===== config.mk =====
export PLATFORM = sky130hd
export DESIGN_NAME = counter_down_4bit
export DESIGN_NICKNAME = d
export VERILOG_FILES = /design/src/rtl/counter_down_4bit.sv
export SDC_FILE = /design/constraint.sdc
export NUM_CORES = 1
export LEC_CHECK = 0
export CAP_MARGIN = 20
export CORE_ASPECT_RATIO = 0.9
export CORE_MARGIN = 1
export CORE_UTILIZATION = 40
export DETAILED_ROUTE_END_ITERATION = 8
export PLACE_DENSITY = 0.78
export SYNTH_ARGS = -nofsm -noshare
export SYNTH_HDL_FRONTEND = slang
export SYNTH_SLANG_ARGS = --single-unit

===== constraint.sdc =====
create_clock -name clk -period 1.9 [get_ports clk]
set_input_delay 0.38 -clock clk [delete_from_list [all_inputs] [get_ports clk]]
set_output_delay 0.38 -clock clk [all_outputs]
set_load 0.01 [all_outputs]

===== src/rtl/counter_down_4bit.sv =====
// Loadable down counter/timer: a ripple chain of half-subtractor cells computes q-1,
// and a three-state controller handles run, stop-at-zero and auto-reload.
`timescale 1ns/1ps
module counter_down_4bit #(
  parameter int WIDTH = 4
) (
  input  logic             clk,
  input  logic             rst_n,
  input  logic             load,
  input  logic [WIDTH-1:0] din,
  input  logic             en,
  input  logic             auto_reload,
  output logic [WIDTH-1:0] q,
  output logic             tc,
  output logic             borrow,
  output logic             busy,
  output logic             done
);

  typedef enum logic [1:0] {
    S_IDLE = 2'b00,
    S_RUN  = 2'b01,
    S_DONE = 2'b10
  } state_t;

  localparam logic [WIDTH-1:0] ONE_C = WIDTH'(1);

  state_t           state_q, state_d;
  logic [WIDTH-1:0] count_q, count_d;
  logic [WIDTH-1:0] reload_q, reload_d;
  logic             tc_q, tc_d;
  logic [WIDTH-1:0] dec_s;
  logic [WIDTH:0]   bin_s;
  logic             run_s;

  // half-subtractor ripple chain; the final borrow-out is high exactly when count is zero
  always_comb begin
    bin_s[0] = 1'b1;
    for (int i = 0; i < WIDTH; i++) begin
      dec_s[i]     = count_q[i] ^ bin_s[i];
      bin_s[i + 1] = ~count_q[i] & bin_s[i];
    end
  end

  assign run_s  = (state_q == S_RUN);
  assign borrow = bin_s[WIDTH] & run_s & en;

  // next-state, next-count and terminal-count decode
  always_comb begin
    state_d  = state_q;
    count_d  = count_q;
    reload_d = reload_q;
    tc_d     = 1'b0;
    case (state_q)
      S_IDLE, S_DONE: begin
        if (load) begin
          count_d  = din;
          reload_d = din;
          state_d  = S_RUN;
        end else if (state_q == S_DONE) begin
          count_d = '0;
        end else begin
          count_d = count_q;
        end
      end
      S_RUN: begin
        if (load) begin
          count_d  = din;
          reload_d = din;
        end else if (en && !bin_s[WIDTH]) begin
          count_d = dec_s;
          tc_d    = (count_q == ONE_C);
        end else if (en) begin
          if (auto_reload) begin
            count_d = reload_q;
          end else begin
            count_d = '0;
            state_d = S_DONE;
          end
        end else begin
          count_d = count_q;
        end
      end
      default: begin
        state_d = S_IDLE;
        count_d = '0;
      end
    endcase
  end

  // state, count, reload and tc registers
  always_ff @(posedge clk or negedge rst_n) begin
    if (!rst_n) begin
      state_q  <= S_IDLE;
      count_q  <= '0;
      reload_q <= '0;
      tc_q     <= 1'b0;
    end else begin
      state_q  <= state_d;
      count_q  <= count_d;
      reload_q <= reload_d;
      tc_q     <= tc_d;
    end
  end

  assign q    = count_q;
  assign tc   = tc_q;
  assign busy = run_s;
  assign done = (state_q == S_DONE);

endmodule


**After elaboration in Yosys (flattened, before gate mapping)**

Index checks and enable logic that the tools add are counted.
Widths: inputs -> output; s select.

- Bitwise logic cells: 12
- Muxes and demuxes: 16
- Equal/unequal tests: 10
- Reduce and logical (&&, ||, !) cells: 8

Operators with widths:

| kind | count |
|---|---|
| $mux 4 | 6 |
| $mux 2 | 5 |
| $ne 2x2->1 const B | 5 |
| $pmux 4 s2 | 1 |
| $and 1x1->1 | 5 |
| $reduce_and 5->1 | 1 |
| $eq 4x1->1 const B | 1 |
| $ne 4x3->1 const B | 1 |
| $not 1->1 | 4 |
| $pmux 2 s2 | 1 |
| $reduce_and 2->1 | 2 |
| $mux 1 | 3 |
| $ne 3x3->1 const B | 1 |
| $reduce_or 3->1 | 1 |
| $xor 1x1->1 | 3 |
| $eq 2x1->1 const B | 1 |
| $eq 2x2->1 const B | 1 |
| $logic_not 2->1 | 1 |
| $reduce_or 2->1 | 1 |
| $logic_and 1x1->1 | 1 |
| $logic_not 1->1 | 1 |

- Register bits after elaboration: 11
- Input bits: 9

**Longest topological paths before layout**

- Depth after elaboration: 9
- Gate-level depth with buffers: 7
- Mapped depth without buffers: 7

**Worst setup path before layout**

No wires, ideal clock.

- Kind: reg2out
- Start: register count_q[0] (netlist: q[0])
- End: output borrow
- Stages on the path, launching flop included: 6
- Arrival: 1.289 ns
- Slack: 0.231 ns
- Cell sequence: dfrtp_1 > inv_1 > ha_1 > ha_1 > ha_1 > and3_1

- Longest elaborated chain between the ends: 6

RTL lines:

| what | RTL line | text |
|---|---|---|
| from (decl) | 29 | `logic [WIDTH-1:0] count_q, count_d;` |
| from (signal assigned) | 100 | `count_q <= count_d;` |
| $not 1->1 | 41 | `bin_s[i + 1] = ~count_q[i] & bin_s[i];` |
| $and 1x1->1 (3 in a row) | 41 |  |
| $and 1x1->1 (2 in a row) | 46 | `assign borrow = bin_s[WIDTH] & run_s & en;` |
| to (decl) | 15 | `output logic borrow,` |

No other way between the ends.

**Final worst setup path**

- Start: register count_q[1] (netlist: q[1])
- End: output borrow

The elaborated chain is that of the path after synthesis.

==> out/qor.yml <==
status:
  status: "complete, but fails checks"
  violations: "design-rule violations"
worst_hold_path:
  hold_class: "in2async"
global_routing:
  grt_util_met2_pct: 35.4
  grt_usage_pct: 19.3
  grt_max_degree: 12
  busiest_layer: "met2"
  grt_pass1_wl_um: 2260
  grt_pass1_vias: 510
  use_met3_pct: 2.76
  antenna_found_initial: 0
  grt-ovfl-total: 0
  met1_usage_pct: 22.3
power:
  leakage_uw: 0.000400
  vdd_drop_max_uv: 401
  powerDensity_nw_per_um2: 722
yosys:
  synth-seq-area-share_pct: 43.8
  yosysUniqueCellTypes: 23
  synthArstFlopShare_pct: 100
  syn-num-nets: 71
  syn_inst: 58
  ys_ff_latch: 11
  synth-main-ff-cell: "dfrtp_1"
  synth_area_leaders: "dfrtp_1, ha_1, mux2_2"
  syn_avg_cell_area_um2: 10.8
  synth_top_area_share_pct: 43.8
  synth_edf_count: 0
  synth_area_um2: 628
  synth_top_area_cell: "dfrtp_1"
  yosysWarningCount: 0
setup_path:
  startpoint_type: "register"
  slowest_delay_ns: 0.38
  worstReg2RegStart: "q[1]"
  arrival_ns: 1.47
  crit_path_frequent_cell: "ha_4"
  worstSetupStartpoint: "q[1]"
  path_max_fanout: 2
  worstSetupEndpointType: "output pin"
  critical_path_class: "reg2out"
  path_cells: "inv_2 -> ha_2 -> ha_4 -> ha_4 -> and3_1 -> buf_2"
  crit_required_ns: 1.52
  slowest_stage: "dfrtp_1"
clock_tree:
  cts_max_level: 1
  clock_sinks: 11
  cts_hold_buf: 0
  clk_pin_slew_ns: 0.07
  tritoncts: "yes"
  cts_buffer_depth: 2
  post-cts-setup-buffers: 0
  insertion_delay_ns: 0.27
  clockRootBuffer: "clkbuf_4"
  numCtsBuffers: 3
layout:
  final_core_util_pct: 63.1
  fillers: 127
  final_nets: 99
  multi_input_area_um2: 345
  diodes: 0
  syn2layout_area_growth_pct: 45.4
  regArea_um2: 275
  drive_above_1_share_pct: 25.9
floorplanning:
  die_x_um: 43.8
  rows: 13
  core_um2: 1450
  die_area_um2: 1730
  dieHeight_um: 39.6
  initial_utilization_pct: 43.4
  ioPinCount: 17
timing:
  rsz0062_at_grt: "false"
  clock_skew_ns: 0.00300
  slew_headroom_pct: 66.4
  worst_pin_slew_ns: 0.502
  setup_ws_ns: 0.0485
  hold_violations: 0
  final-setup-viol-count: 0
  period_needed_ns: 1.85
  period_share_pct: 97.4
  max_freq_mhz: 540
  slew_viol_final: 0
placed_design:
  place_hpwl_um: 1130
  pre_cts_ws_ns: -0.0669
  place_congestion: 0.771
  portBuffers: 16
route:
  drt_iter0_drc: 17
  via_per_inst: 5.74
  drt.antenna.violating_nets: 0
  drt_pass1_iterations: 6
  via_count: 574
  route.detailed.drc: 2
  routed_wl_um: 1490
  wire_per_inst_um: 14.9
job:
  maxCapViolCount: 0
critical path: cells and delay by family (launching register included):
kind / cells / cell delay, ns
DFF: 1 / 0.38
and+or+nand+nor: 1 / 0.16
adders and majority gates: 3 / 0.49
buffers and inverters: 2 / 0.18
layer usage:
| metal | part of all wire, % | vias up | wire length [um] |
|---|---|---|---|
| li1 | - | 274 | - |
| met3 | 4.5 | 7 | 67 |
| met2 | 51 | 27 | 758 |
| met1 | 42 | 266 | 622 |
| met5 | 0 | - | 0 |
| met4 | 2.7 | 0 | 40 |
cell families (layout without fill, tap and decap cells):
group | Yosys count | after routing | share of synthesized area, %
mux | 4 | 4 | 7.17
simple gates | 13 | 13 | 14.9
compound gates | 18 | 18 | 20.5
buf+inv | 8 | 35 | 5.58
flops | 11 | 11 | 43.8
fa+ha+maj | 4 | 4 | 7.97
cells in the mapped netlist, drive strengths merged (2+ instances only):
cell,number
nand3b,2
dfrtp,11
a32oi,3
a31oi,4
a21oi,3
nor3b,4
mux2,4
o21ai,4
ha,4
buf,2
inv,6
cell type report:
class / count / share of cell area (%)
inverters: 6 / 2.47
clock buffers: 4 / 2.88
multi-input cells: 39 / 37.8
well taps: 15 / 2.05
flip-flops and latches: 11 / 30.1
repair buffers: 25 / 24.7
final timing paths:
kind,slack [ns],cells past startpoint,endpoint
max in group asynchronous,1.12,1,reload_q[0]
max reg2reg,0.19,8,q[3]
min reg2reg,0.51,1,reload_q[0]
min,0.44,1,state_q[1]
max,0.05,6,borrow
min in group clk,0.51,1,reload_q[0]
per-stage QoR:
| stage | area [um2] | instances | power, uW | TNS (ns) | hold WS [ns] |
|---|---|---|---|---|---|
| global route | 913 | 100 | 696 | 0 | 0.493 |
| finish | 913 | 100 | 659 | 0 | 0.437 |
| floorplan | 628 | 58 | 376 | 0 | 0.0844 |
| detailed placement | 862 | 96 | 484 | -0.0669 | 0.498 |
| global placement | 862 | 96 | 476 | -0.0106 | 0.491 |
| CTS | 886 | 100 | 646 | 0 | 0.453 |
flip-flops by register name (all words and copies together), names as in the netlist:
register	flops
reload_q	4
state_q	2
q	4
tc	1
cells in the final DEF (no fill, tap or decap), types with 2 or more instances in the layout:
cell type	netlist	routed
mux2_2	4	4
nand3b_1	2	2
clkbuf_4	0	3
o21ai_0	4	4
a21oi_1	3	3
a31oi_1	4	4
nor3b_1	4	4
ha_4	0	2
inv_1	6	5
buf_4	1	9
dfrtp_1	11	11
clkdlybuf4s50_1	0	14
a32oi_1	3	3
repair_timing:
item	in CTS	in global routing
hold endpoints to repair	0	0
pin swaps	0	0
gates resized for setup	6	5
setup endpoints to repair	1	2
power breakdown:
| part | switching, uW | total (uW) | internal, uW |
|---|---|---|---|
| combinational | 100 | 223 | 122 |
| sequential | 14.5 | 273 | 258 |
| clock | 82.8 | 164 | 81.5 |
| total | 198 | 659 | 462 |
No activity file was read; power rests on OpenSTA's default activity.
